[config.mk]
export PLATFORM = sky130hd
export DESIGN_NAME = minirisc_board_io
export DESIGN_NICKNAME = d
export VERILOG_FILES = /design/src/rtl/minirisc_board_pkg.sv /design/src/rtl/minirisc_board_io_btn_debounce.sv /design/src/rtl/minirisc_board_io.sv
export SDC_FILE = /design/constraint.sdc
export NUM_CORES = 1
export LEC_CHECK = 0
export CELL_PAD_IN_SITES_DETAIL_PLACEMENT = 0
export CELL_PAD_IN_SITES_GLOBAL_PLACEMENT = 1
export CORE_MARGIN = 4
export CORE_UTILIZATION = 47
export CTS_BUF_LIST = sky130_fd_sc_hd__clkbuf_4 sky130_fd_sc_hd__clkbuf_8
export CTS_CLUSTER_SIZE = 12
export DETAILED_ROUTE_END_ITERATION = 16
export PLACE_DENSITY_LB_ADDON = 0.1
export SLEW_MARGIN = 5
export SYNTH_ARGS = -nofsm -noshare
export SYNTH_HDL_FRONTEND = slang
export SYNTH_SLANG_ARGS = --single-unit
[constraint.sdc]
create_clock -name clk -period 4.1 [get_ports clk]
set_input_delay 0.82 -clock clk [delete_from_list [all_inputs] [get_ports clk]]
set_output_delay 0.82 -clock clk [all_outputs]
set_load 0.05 [all_outputs]
[src/rtl/minirisc_board_pkg.sv]
// Shared types and helpers for the miniRISC board I/O adapter.
package minirisc_board_pkg;

  typedef enum logic [2:0] {
    S_IDLE,
    S_RUN,
    S_STEP,
    S_FIRE,
    S_HALT
  } state_e;

  localparam int SYNC_STAGES = 2;

  // Bits needed to index n values, never less than one.
  function automatic int clog2_min1(input int n);
    int r;
    r = 0;
    while ((1 << r) < n) r++;
    return (r < 1) ? 1 : r;
  endfunction

endpackage

[src/rtl/minirisc_board_io_btn_debounce.sv]
// Button conditioner: synchroniser, stability counter and rising-edge pulse.
module btn_debounce
  import minirisc_board_pkg::*;
#(
  parameter int DB_CYC = 250000
) (
  input  logic clk,
  input  logic rst,
  input  logic raw,
  output logic level,
  output logic press_pulse
);

  localparam int CW = clog2_min1(DB_CYC);

  logic [SYNC_STAGES-1:0] sync_q;
  logic                   synced;
  logic [CW-1:0]          cnt_q, cnt_d;
  logic                   level_q, level_d;
  logic                   pulse_q, pulse_d;

  assign synced = sync_q[SYNC_STAGES-1];

  // Counter runs only while the synced level disagrees; any agreement restarts it.
  always_comb begin
    cnt_d   = '0;
    level_d = level_q;
    pulse_d = 1'b0;
    if (synced != level_q) begin
      if (cnt_q == CW'(DB_CYC - 1)) begin
        level_d = synced;
        pulse_d = synced;
      end else begin
        cnt_d = cnt_q + 1'b1;
      end
    end
  end

  always_ff @(posedge clk or negedge rst) begin
    if (!rst) begin
      sync_q  <= '0;
      cnt_q   <= '0;
      level_q <= 1'b0;
      pulse_q <= 1'b0;
    end else begin
      sync_q  <= {sync_q[SYNC_STAGES-2:0], raw};
      cnt_q   <= cnt_d;
      level_q <= level_d;
      pulse_q <= pulse_d;
    end
  end

  assign level       = level_q;
  assign press_pulse = pulse_q;

endmodule

[src/rtl/minirisc_board_io.sv]
// Board I/O adapter: run/step clock-enable FSM, output latch, LED paging, cycle counter.
module minirisc_board_io
  import minirisc_board_pkg::*;
#(
  parameter int  DATA_W = 32,
  parameter int  LED_W  = 16,
  parameter int  DB_CYC = 250000,
  parameter int  CNT_W  = 16,
  localparam int NPAGES = DATA_W / LED_W,
  localparam int PG_W   = clog2_min1(NPAGES)
) (
  input  logic              clk,
  input  logic              rst,
  input  logic              btn_step_raw,
  input  logic              btn_page_raw,
  input  logic              sw_run,
  input  logic [DATA_W-1:0] core_out,
  input  logic              core_out_valid,
  input  logic              core_halted,
  output logic              core_ce,
  output logic [LED_W-1:0]  led,
  output logic [PG_W-1:0]   page_idx,
  output logic [CNT_W-1:0]  cyc_count
);

  if ((DATA_W % LED_W) != 0) begin : g_bad_width
    $fatal(1, "DATA_W must be a multiple of LED_W");
  end
  if (DB_CYC < 2) begin : g_bad_db
    $fatal(1, "DB_CYC must be at least 2");
  end

  logic step_level, step_pulse;
  logic page_level, page_pulse;
  logic unused_levels;

  btn_debounce #(.DB_CYC(DB_CYC)) u_step_db (
    .clk         (clk),
    .rst         (rst),
    .raw         (btn_step_raw),
    .level       (step_level),
    .press_pulse (step_pulse)
  );

  btn_debounce #(.DB_CYC(DB_CYC)) u_page_db (
    .clk         (clk),
    .rst         (rst),
    .raw         (btn_page_raw),
    .level       (page_level),
    .press_pulse (page_pulse)
  );

  assign unused_levels = step_level ^ page_level;

  logic [SYNC_STAGES-1:0] run_sync_q;
  logic                   run_sync;
  state_e                 state_q, state_d;
  logic                   core_ce_q, core_ce_d;
  logic [DATA_W-1:0]      disp_q;
  logic [PG_W-1:0]        page_q, page_d;
  logic [CNT_W-1:0]       cyc_q;

  assign run_sync = run_sync_q[SYNC_STAGES-1];

  // Halt is checked before mode so a simultaneous mode change cannot escape it.
  always_comb begin
    state_d = state_q;
    case (state_q)
      S_IDLE: state_d = run_sync ? S_RUN : S_STEP;
      S_RUN: begin
        if (core_halted)   state_d = S_HALT;
        else if (!run_sync) state_d = S_STEP;
      end
      S_STEP: begin
        if (core_halted)     state_d = S_HALT;
        else if (run_sync)   state_d = S_RUN;
        else if (step_pulse) state_d = S_FIRE;
      end
      S_FIRE:  state_d = S_STEP;
      S_HALT:  state_d = S_HALT;
      default: state_d = S_IDLE;
    endcase
    core_ce_d = (state_d == S_RUN) || (state_d == S_FIRE);
  end

  always_comb begin
    page_d = page_q;
    if (page_pulse) begin
      page_d = (page_q == PG_W'(NPAGES - 1)) ? '0 : page_q + 1'b1;
    end
  end

  always_ff @(posedge clk or negedge rst) begin
    if (!rst) begin
      run_sync_q <= '0;
      state_q    <= S_IDLE;
      core_ce_q  <= 1'b0;
      disp_q     <= '0;
      page_q     <= '0;
      cyc_q      <= '0;
    end else begin
      run_sync_q <= {run_sync_q[SYNC_STAGES-2:0], sw_run};
      state_q    <= state_d;
      core_ce_q  <= core_ce_d;
      page_q     <= page_d;
      if (core_out_valid) disp_q <= core_out;
      if (core_ce_q && (cyc_q != '1)) cyc_q <= cyc_q + 1'b1;
    end
  end

  logic [LED_W-1:0] pages [NPAGES];

  for (genvar gi = 0; gi < NPAGES; gi++) begin : g_pages
    assign pages[gi] = disp_q[gi*LED_W +: LED_W];
  end

  assign led       = pages[page_q];
  assign page_idx  = page_q;
  assign core_ce   = core_ce_q;
  assign cyc_count = cyc_q;

endmodule

======== Word-level counts from Yosys, hierarchy flattened ========
Cells that the tools add are included.
word-level totals
  output and inout bits ................... 34
  register bits ........................... 99
  input bits .............................. 39
operators by class
  order comparisons ....................... 1
  mux-type cells .......................... 19
  $add $sub $neg .......................... 4
  reduce and logical (&&, ||, !) cells .... 5
  eq/ne operators ......................... 11
  bitwise gates (word level) .............. 1
operators by type and width
  operator                                                          count
  18-bit 2-to-1 mux                                                 4
  16-bit 2-to-1 mux                                                 3
  18-bit by 1-bit adder with 18-bit output (second input constant)  2
  18-bit == test (second input constant)                            2
  16-bit by 1-bit adder with 16-bit output (second input constant)  1
  16-bit inequality test (second input constant)                    1
  3-bit 2-to-1 mux                                                  5
  3-bit one-hot mux with 5 select lines                             1
  3-bit by 2-bit == test with 1-bit output (second input constant)  3
  3-bit by 1-bit == test with 1-bit output (second input constant)  2
  1-bit 2-to-1 mux                                                  5
  2-bit AND reduction                                               2
  3-bit == test (second input constant)                             1
  3-bit zero test                                                   1
  2-bit greater-or-equal comparator (second input constant)         1
  2-bit 2-to-1 mux                                                  1
  1-bit inequality test                                             2
  1-bit inverter with 2-bit output                                  1
  1-bit adder (second input constant)                               1
  1-bit logical AND                                                 1
  1-bit logical OR                                                  1

======== Logic depth before layout (Yosys ltp) ========
Gate-level depths: netlist of run 1.
  word-level depth ........................ 6
  depth in mapped cells ................... 6
  depth with buffers taken out ............ 5

======== Hierarchy ========
From an unflattened synthesis of run 1, not the netlist that was laid out.
second synthesis, totals
  cell total of the unflattened synthesis .. 384
  area total of the unflattened synthesis .. 4,561.9 sq um
by module, submodules not included
  module             seq. area each (sq um)  area an instance (sq um)  instances  cells an instance
  minirisc_board_io  1,376.3                 2,442.3                   1          184
  btn_debounce       550.5                   1,059.8                   2          100

======== Least setup slack after synthesis of run 1 ========
Ideal clock, no wire load.
  kind .................................... reg-to-output
  start ................................... register page_q (netlist: page_idx)
  end ..................................... output port led[10]
  cell stages (with the launch flop) ...... 4
  arrival ................................. 1,810 ps
  slack ................................... 1,470 ps
  required time ........................... 3,280 ps
  buffers on the path ..................... 2
  cell sequence ........................... dfrtp_1 clkbuf_1 clkbuf_1 mux2_2
between the ends
  word-level cells in the longest chain between the ends .. 4
RTL lines
  element                                                 line                      source
  start, declared                                         minirisc_board_io.sv:60   logic [PG_W-1:0] page_q, page_d;
  start signal, assigned                                  minirisc_board_io.sv:105  page_q <= page_d;
  1-bit inverter with 2-bit output (implied by the code)  minirisc_board_io.sv:117  assign led = pages[page_q];
  16-bit 2-to-1 mux (implied by the code) (3 in a row)    minirisc_board_io.sv:117
  end, declared                                           minirisc_board_io.sv:21   output logic [LED_W-1:0] led,
No other way between the ends. The select of a mux whose other input is x is not followed.

======== Worst setup path after layout of run 1 ========
  start ................................... register page_q (netlist: page_idx)
  end ..................................... output port led[9]
The elaborated chain is that of the path after synthesis.

==> flow_summary.yaml, run 1 <==
clocking:
  root_buffer: "clkbuf_8"
  cts_hold_buf: 0
  cts.sinks: 99
  htreeDepth: 3
  post_cts_resized: 0
  clk_pin_slew_worst_paths_ns: 0.09
  worstSkewPairLatency_ns: 0.35
  numCtsBuffers: 9
  cts_max_path_buffers: 2
  cts_setup_buffers: 0
  cts_tree: "done"
synthesis:
  yosys.area.top_type: "dfrtp_1"
  avgSynthCellArea_um2: 11.8
  yosys.area.top_type_share_pct: 55.6
  synth_seq_cells: 99
  netlist_instances: 379
  yosysWarnings: 0
  async_flop_share_pct: 100
  ys_seq_area_share_pct: 55.6
  synth_area_leaders: "dfrtp_1 56%, mux2_2 13%, xor2_1 4.9%, nor2_1 3.5%, xnor2_1 3.5%"
  synth_nets: 421
  netlist_area_um2: 4460
  synth_edf_count: 0
  synthFlopType: "dfrtp_1"
  ys_types: 37
global_routing:
  antenna_found_initial: 0
  grt_overflow_total: 0
  grt_pass1_wl_mm: 15.0
  grt_max_degree: 54
  grt_pass1_vias: 3092
  groute.usage.overall_pct: 16.5
timing:
  post-route-min-period_ns: 3.16
  fin_tns_setup_ns: 0
  rsz0062_at_grt: "false"
  slew_headroom_pct: 39.0
  skew_ns: 0.0110
  hold_viol: 0
  slew_viol_final: 0
  final.period_utilization_pct: 77.1
  finalSetupViolations: 0
  worst-slew-pin-transition_ns: 0.906
  fmax_mhz: 317
  fin_ws_ns: 0.940
floorplan:
  io-pin-count: 73
  core_area_um2: 9240
  num_rows: 35
  die_w_um: 105
  die_area_um2: 11100
  start_util_pct: 48.3
  die_height_um: 105
setup_path:
  path_buf_inv: 1
  r2r-start: "u_page_db.cnt_q[0]$_DFF_PN0_"
  worstPathMaxFanout: 18
  slowest_stage: "dfrtp_1"
  startpoint: "page_idx$_DFFE_PN0P_"
  crit_required_ns: 3.28
  critPathTopFamily: "flip-flops"
  ff2ff_setup_slack_ns: 1.93
  path_depth: 2
  worstPathArrival_ns: 2.34
  cp-start-kind: "flip-flop"
  path_class: "reg2out"
  r2r_cells: 5
  end_kind: "output pin"
  slowest_delay_ns: 0.87
  reg2reg_to: "u_page_db.cnt_q[15]$_DFF_PN0_"
  crit_end: "led[9]"
  crit_chain: "mux2_2 -> clkdlybuf4s50_1"
flow_run:
  cap_violations: 0
final_layout:
  antenna_cells: 0
  finalInstanceArea_um2: 5560
  fin_util_pct: 60.2
  areaGrowthSynthToFinish_pct: 24.7
  fillers: 775
  drive_gt1_share_pct: 17.6
  nets: 497
  mostFrequentLayoutCells: "99 x dfrtp_1, 71 x clkdlybuf4s50_1, 51 x mux2_2, 42 x nor2_1, 25 x xor2_1"
  fin_cells: 589
  final_common_cell: "dfrtp_1"
power:
  leakagePower_nw: 2.34
  power.density_nw_per_um2: 353
  vdd_drop_max_mv: 0.171
min_path:
  hold_path_class: "reg2reg"
place:
  hpwl_mm: 6.33
  io_buffers: 72
  gp_congestion: 0.784
  placedCellCount: 573
  dpl_cell_area_um2: 5330
  place_ws_ns: 1.31
route:
  drtPass1Iterations: 4
  ant_nets: 0
  drc: 0
  viasPerCell: 5.28
  num_vias: 3110
  drt_iter0_drc: 103
  avgRoutedWirePerCell_um: 15.1
  wl_mm: 8.92
status:
  outcome: "finished, final reports clean"
==> how the worst min path moves through the flow <==
stage	from	endpoint	slack (ns)	depth (start not counted)
final	u_step_db.sync_q[0]$_DFF_PN0_	u_step_db.sync_q[1]$_DFF_PN0_	0.36	0
after global routing	u_step_db.sync_q[0]$_DFF_PN0_	u_step_db.sync_q[1]$_DFF_PN0_	0.37	0
after CTS	u_step_db.sync_q[0]$_DFF_PN0_	u_step_db.sync_q[1]$_DFF_PN0_	0.36	0
after detailed placement	u_step_db.sync_q[0]$_DFF_PN0_	u_step_db.sync_q[1]$_DFF_PN0_	0.34	0
after global placement	u_step_db.sync_q[0]$_DFF_PN0_	u_step_db.sync_q[1]$_DFF_PN0_	0.34	0
after floorplan	run_sync_q[0]$_DFF_PN0_	run_sync_q[1]$_DFF_PN0_	0.33	0
==> power breakdown <==
part           switching [mW]  leakage (nW)  total (mW)  internal (mW)
registers              0.0227          1.29        1.04           1.01
logic                   0.115         0.939       0.221          0.106
clock network           0.324         0.116       0.707          0.383
==> cells by family (layout without fill, tap and decap cells) <==
group                      count (synthesis)  after routing  synth area share (%)
buffers and inverters                     19            100                  1.68
and+or+nand+nor                          139            139                  16.7
xor gates and xnor gates                  43             43                  8.45
adders and majority gates                  3              3                 0.842
muxes                                     52             52                  13.1
DFF                                       99             99                  55.6
AOI/OAI and AO/OA                         24             24                  3.68
==> Yosys cell counts (3+ instances only) <==
cell	n
a21oi_1	9
and3_1	8
and4_1	3
buf_1	3
clkbuf_1	6
dfrtp_1	99
ha_1	3
inv_1	7
mux2_2	51
nand2_1	18
nand3_1	21
nand4_1	13
nor2_1	42
nor3_1	9
nor4_1	8
o21ai_0	9
o41ai_2	3
or3_1	3
or4_1	3
xnor2_1	18
xor2_1	25
==> registers in the layout (all words and copies together) (netlist names) <==
name,count
state_q,3
disp_q,32
cyc_count,16
core_ce,1
u_step_db.level,1
u_step_db.press_pulse,1
u_page_db.press_pulse,1
u_step_db.sync_q,2
u_page_db.cnt_q,18
u_page_db.sync_q,2
u_step_db.cnt_q,18
u_page_db.level,1
page_idx,1
run_sync_q,2
==> metal layers <==
metal	global-route usage (%)	part of all wire, %	vias to the layer above
li1	-	-	1489
met1	23.4	48	1533
met2	25.6	45	77
met3	3.00	4.9	11
met4	5.90	1.3	0
met5	0	0	-
==> per-stage QoR <==
stage	hold WS [ns]	power (mW)
after CTS	0.362	2.00
final	0.359	1.97
after detailed placement	0.342	1.28
after global placement	0.338	1.28
after floorplan	0.331	1.18
after global routing	0.366	2.06
==> area by class of cell <==
| class | count | area [µm²] | share of cell area [%] |
|---|---|---|---|
| sequential | 99 | 2480 | 44.6 |
| multi-input combinational | 261 | 1910 | 34.3 |
| timing repair buffer | 77 | 756 | 13.6 |
| tap | 129 | 161 | 2.90 |
| clock buffer | 12 | 159 | 2.86 |
| clock inverter | 4 | 72.6 | 1.31 |
| inverter | 7 | 26.3 | 0.473 |
Note: power is estimated with default switching activity, not from simulation.
==> run 2: changes to the inputs <==
--- a/config.mk
+++ b/config.mk
@@ -8,7 +8,7 @@
 export CELL_PAD_IN_SITES_DETAIL_PLACEMENT = 0
 export CELL_PAD_IN_SITES_GLOBAL_PLACEMENT = 1
 export CORE_MARGIN = 4
-export CORE_UTILIZATION = 47
+export CORE_UTILIZATION = 40
 export CTS_BUF_LIST = sky130_fd_sc_hd__clkbuf_4 sky130_fd_sc_hd__clkbuf_8
 export CTS_CLUSTER_SIZE = 12
 export DETAILED_ROUTE_END_ITERATION = 16
==> constraint.sdc (replaced) <==
create_clock -name clk -period 2.77 [get_ports clk]
set_input_delay 0.554 -clock clk [delete_from_list [all_inputs] [get_ports clk]]
set_output_delay 0.554 -clock clk [all_outputs]
set_load 0.05 [all_outputs]
==> run 2 against run 1 <==
Wire length is 0.61% higher; first-iteration DRC count is 55% higher; count of clock-buffer cells in the layout is 3 lower; combinational power is 50% higher; sequential share of layout area is 0.050 points higher; power is 38% higher; clock skew is 0.0011 ns lower; highest routed layer unchanged.
==> flow_summary.yaml, run 2 (synthesis results as in run 1) <==
place:
  gp_congestion: 0.769
  io_buffers: 72
  hpwl_mm: 6.24
timing:
  fin_tns_setup_ns: 0
  slew_viol_final: 0
  rsz0062_at_grt: "false"
  finalSetupViolations: 0
  final.period_utilization_pct: 91.0
  fmax_mhz: 397
  slew_headroom_pct: 35.2
  worst-slew-pin-transition_ns: 0.964
  post-route-min-period_ns: 2.52
  skew_ns: 0.00984
  hold_viol: 0
floorplan:
  io-pin-count: 73
  num_rows: 38
  die_height_um: 114
  die_area_um2: 12900
  start_util_pct: 41.0
  die_w_um: 114
  core_area_um2: 10900
clocking:
  cts_tree: "done"
  cts.sinks: 99
  cts_max_path_buffers: 2
  post_cts_resized: 0
  cts_setup_buffers: 0
  worstSkewPairLatency_ns: 0.38
  clk_pin_slew_worst_paths_ns: 0.10
  cts_hold_buf: 0
  root_buffer: "clkbuf_8"
  htreeDepth: 3
  numCtsBuffers: 9
route:
  ant_nets: 0
  viasPerCell: 5.14
  drc: 0
  drtPass1Iterations: 6
  wl_mm: 8.97
  num_vias: 3102
  drt_iter0_drc: 160
  avgRoutedWirePerCell_um: 14.9
final_layout:
  regMostFlops: "disp_q"
  mostFrequentLayoutCells: "99 x dfrtp_1, 71 x clkdlybuf4s50_1, 51 x mux2_2, 42 x nor2_1, 25 x xor2_1"
  multi_input_area_um2: 1910
  final_common_cell: "dfrtp_1"
  antenna_cells: 0
  seq_area_um2: 2480
  areaGrowthSynthToFinish_pct: 24.5
  reg.largest.list: "disp_q x32, u_page_db.cnt_q x18, u_step_db.cnt_q x18"
  nets: 500
  largest_register_ffs: 32
  fillers: 1015
  drive_gt1_share_pct: 18.1
setup_path:
  r2r_cells: 4
  worstPathMaxFanout: 9
  path_class: "reg2out"
  crit_required_ns: 2.22
  end_kind: "output pin"
  cp-start-kind: "flip-flop"
  worstPathArrival_ns: 1.97
global_routing:
  grt_overflow_total: 0
  busiest_layer: "met1"
  grt_pass1_vias: 3038
  met2_usage_pct: 20.9
  grt_max_degree: 75
  groute.usage.overall_pct: 14.7
  antenna_found_initial: 0
  grt_pass1_wl_mm: 15.1
  use_met1_pct: 21.1
  grt_use_met3_pct: 3.82
status:
  outcome: "finished, final reports clean"
power:
  vdd_drop_max_mv: 0.303
  finalPower_mw: 2.72
  power.density_nw_per_um2: 490
  leakagePower_nw: 2.32
min_path:
  hold_path_class: "in2async"
flow_run:
  cap_violations: 0
-- run 2: path summary, 6_finish.rpt --
check                                                 to                           from  slack, ns
min                            cyc_count[13]$_DFFE_PN0P_                            rst       0.08
min reg2reg                u_page_db.sync_q[1]$_DFF_PN0_  u_page_db.sync_q[0]$_DFF_PN0_       0.36
max                                              led[13]           page_idx$_DFFE_PN0P_       0.25
max reg2reg                     cyc_count[9]$_DFFE_PN0P_       cyc_count[8]$_DFFE_PN0P_       0.73
min in group clk           u_page_db.sync_q[1]$_DFF_PN0_  u_page_db.sync_q[0]$_DFF_PN0_       0.36
max in group asynchronous   u_step_db.cnt_q[4]$_DFF_PN0_                            rst       2.00
-- run 2: area by class of cell --
type,count,share of cell area [%]
repair buffers,80,14.2
clock buffers,9,2.23
well taps,140,3.15
multi-input cells,261,34.3
inverters,7,0.473
clock inverters,7,0.946
flip-flops and latches,99,44.6
-- run 2: routing by layer --
layer	vias to the layer above	routed length [µm]
li1	1496	-
met1	1533	4420
met2	60	3900
met3	13	474
met4	0	177
met5	-	0
-- run 2: critical path, stage by stage, from the launching register on --
cell	delay, ns
dfrtp_1	0.38
buf_4	0.18
mux2_2	0.24
clkdlybuf4s50_1	0.79
-- run 2: power breakdown --
| group | total (mW) | internal, mW | switching [mW] |
|---|---|---|---|
| registers | 1.53 | 1.50 | 0.0324 |
| clock network | 0.856 | 0.329 | 0.527 |
| logic | 0.331 | 0.160 | 0.172 |
-- run 2: metrics by stage --
step | setup slack [ns] | cell area, µm² | hold WS, ns | util (%) | cells
floorplan | 0.406 | 4460 | 0.258 | - | 379
global placement | 0.673 | 5380 | 0.341 | 49.4 | 587
detailed placement | 0.648 | 5380 | 0.339 | 49.4 | 587
CTS | 0.216 | 5550 | 0.0624 | 51.0 | 603
global route | 0.175 | 5550 | 0.0726 | 51.0 | 603
finish | 0.248 | 5550 | 0.0761 | 51.0 | 603
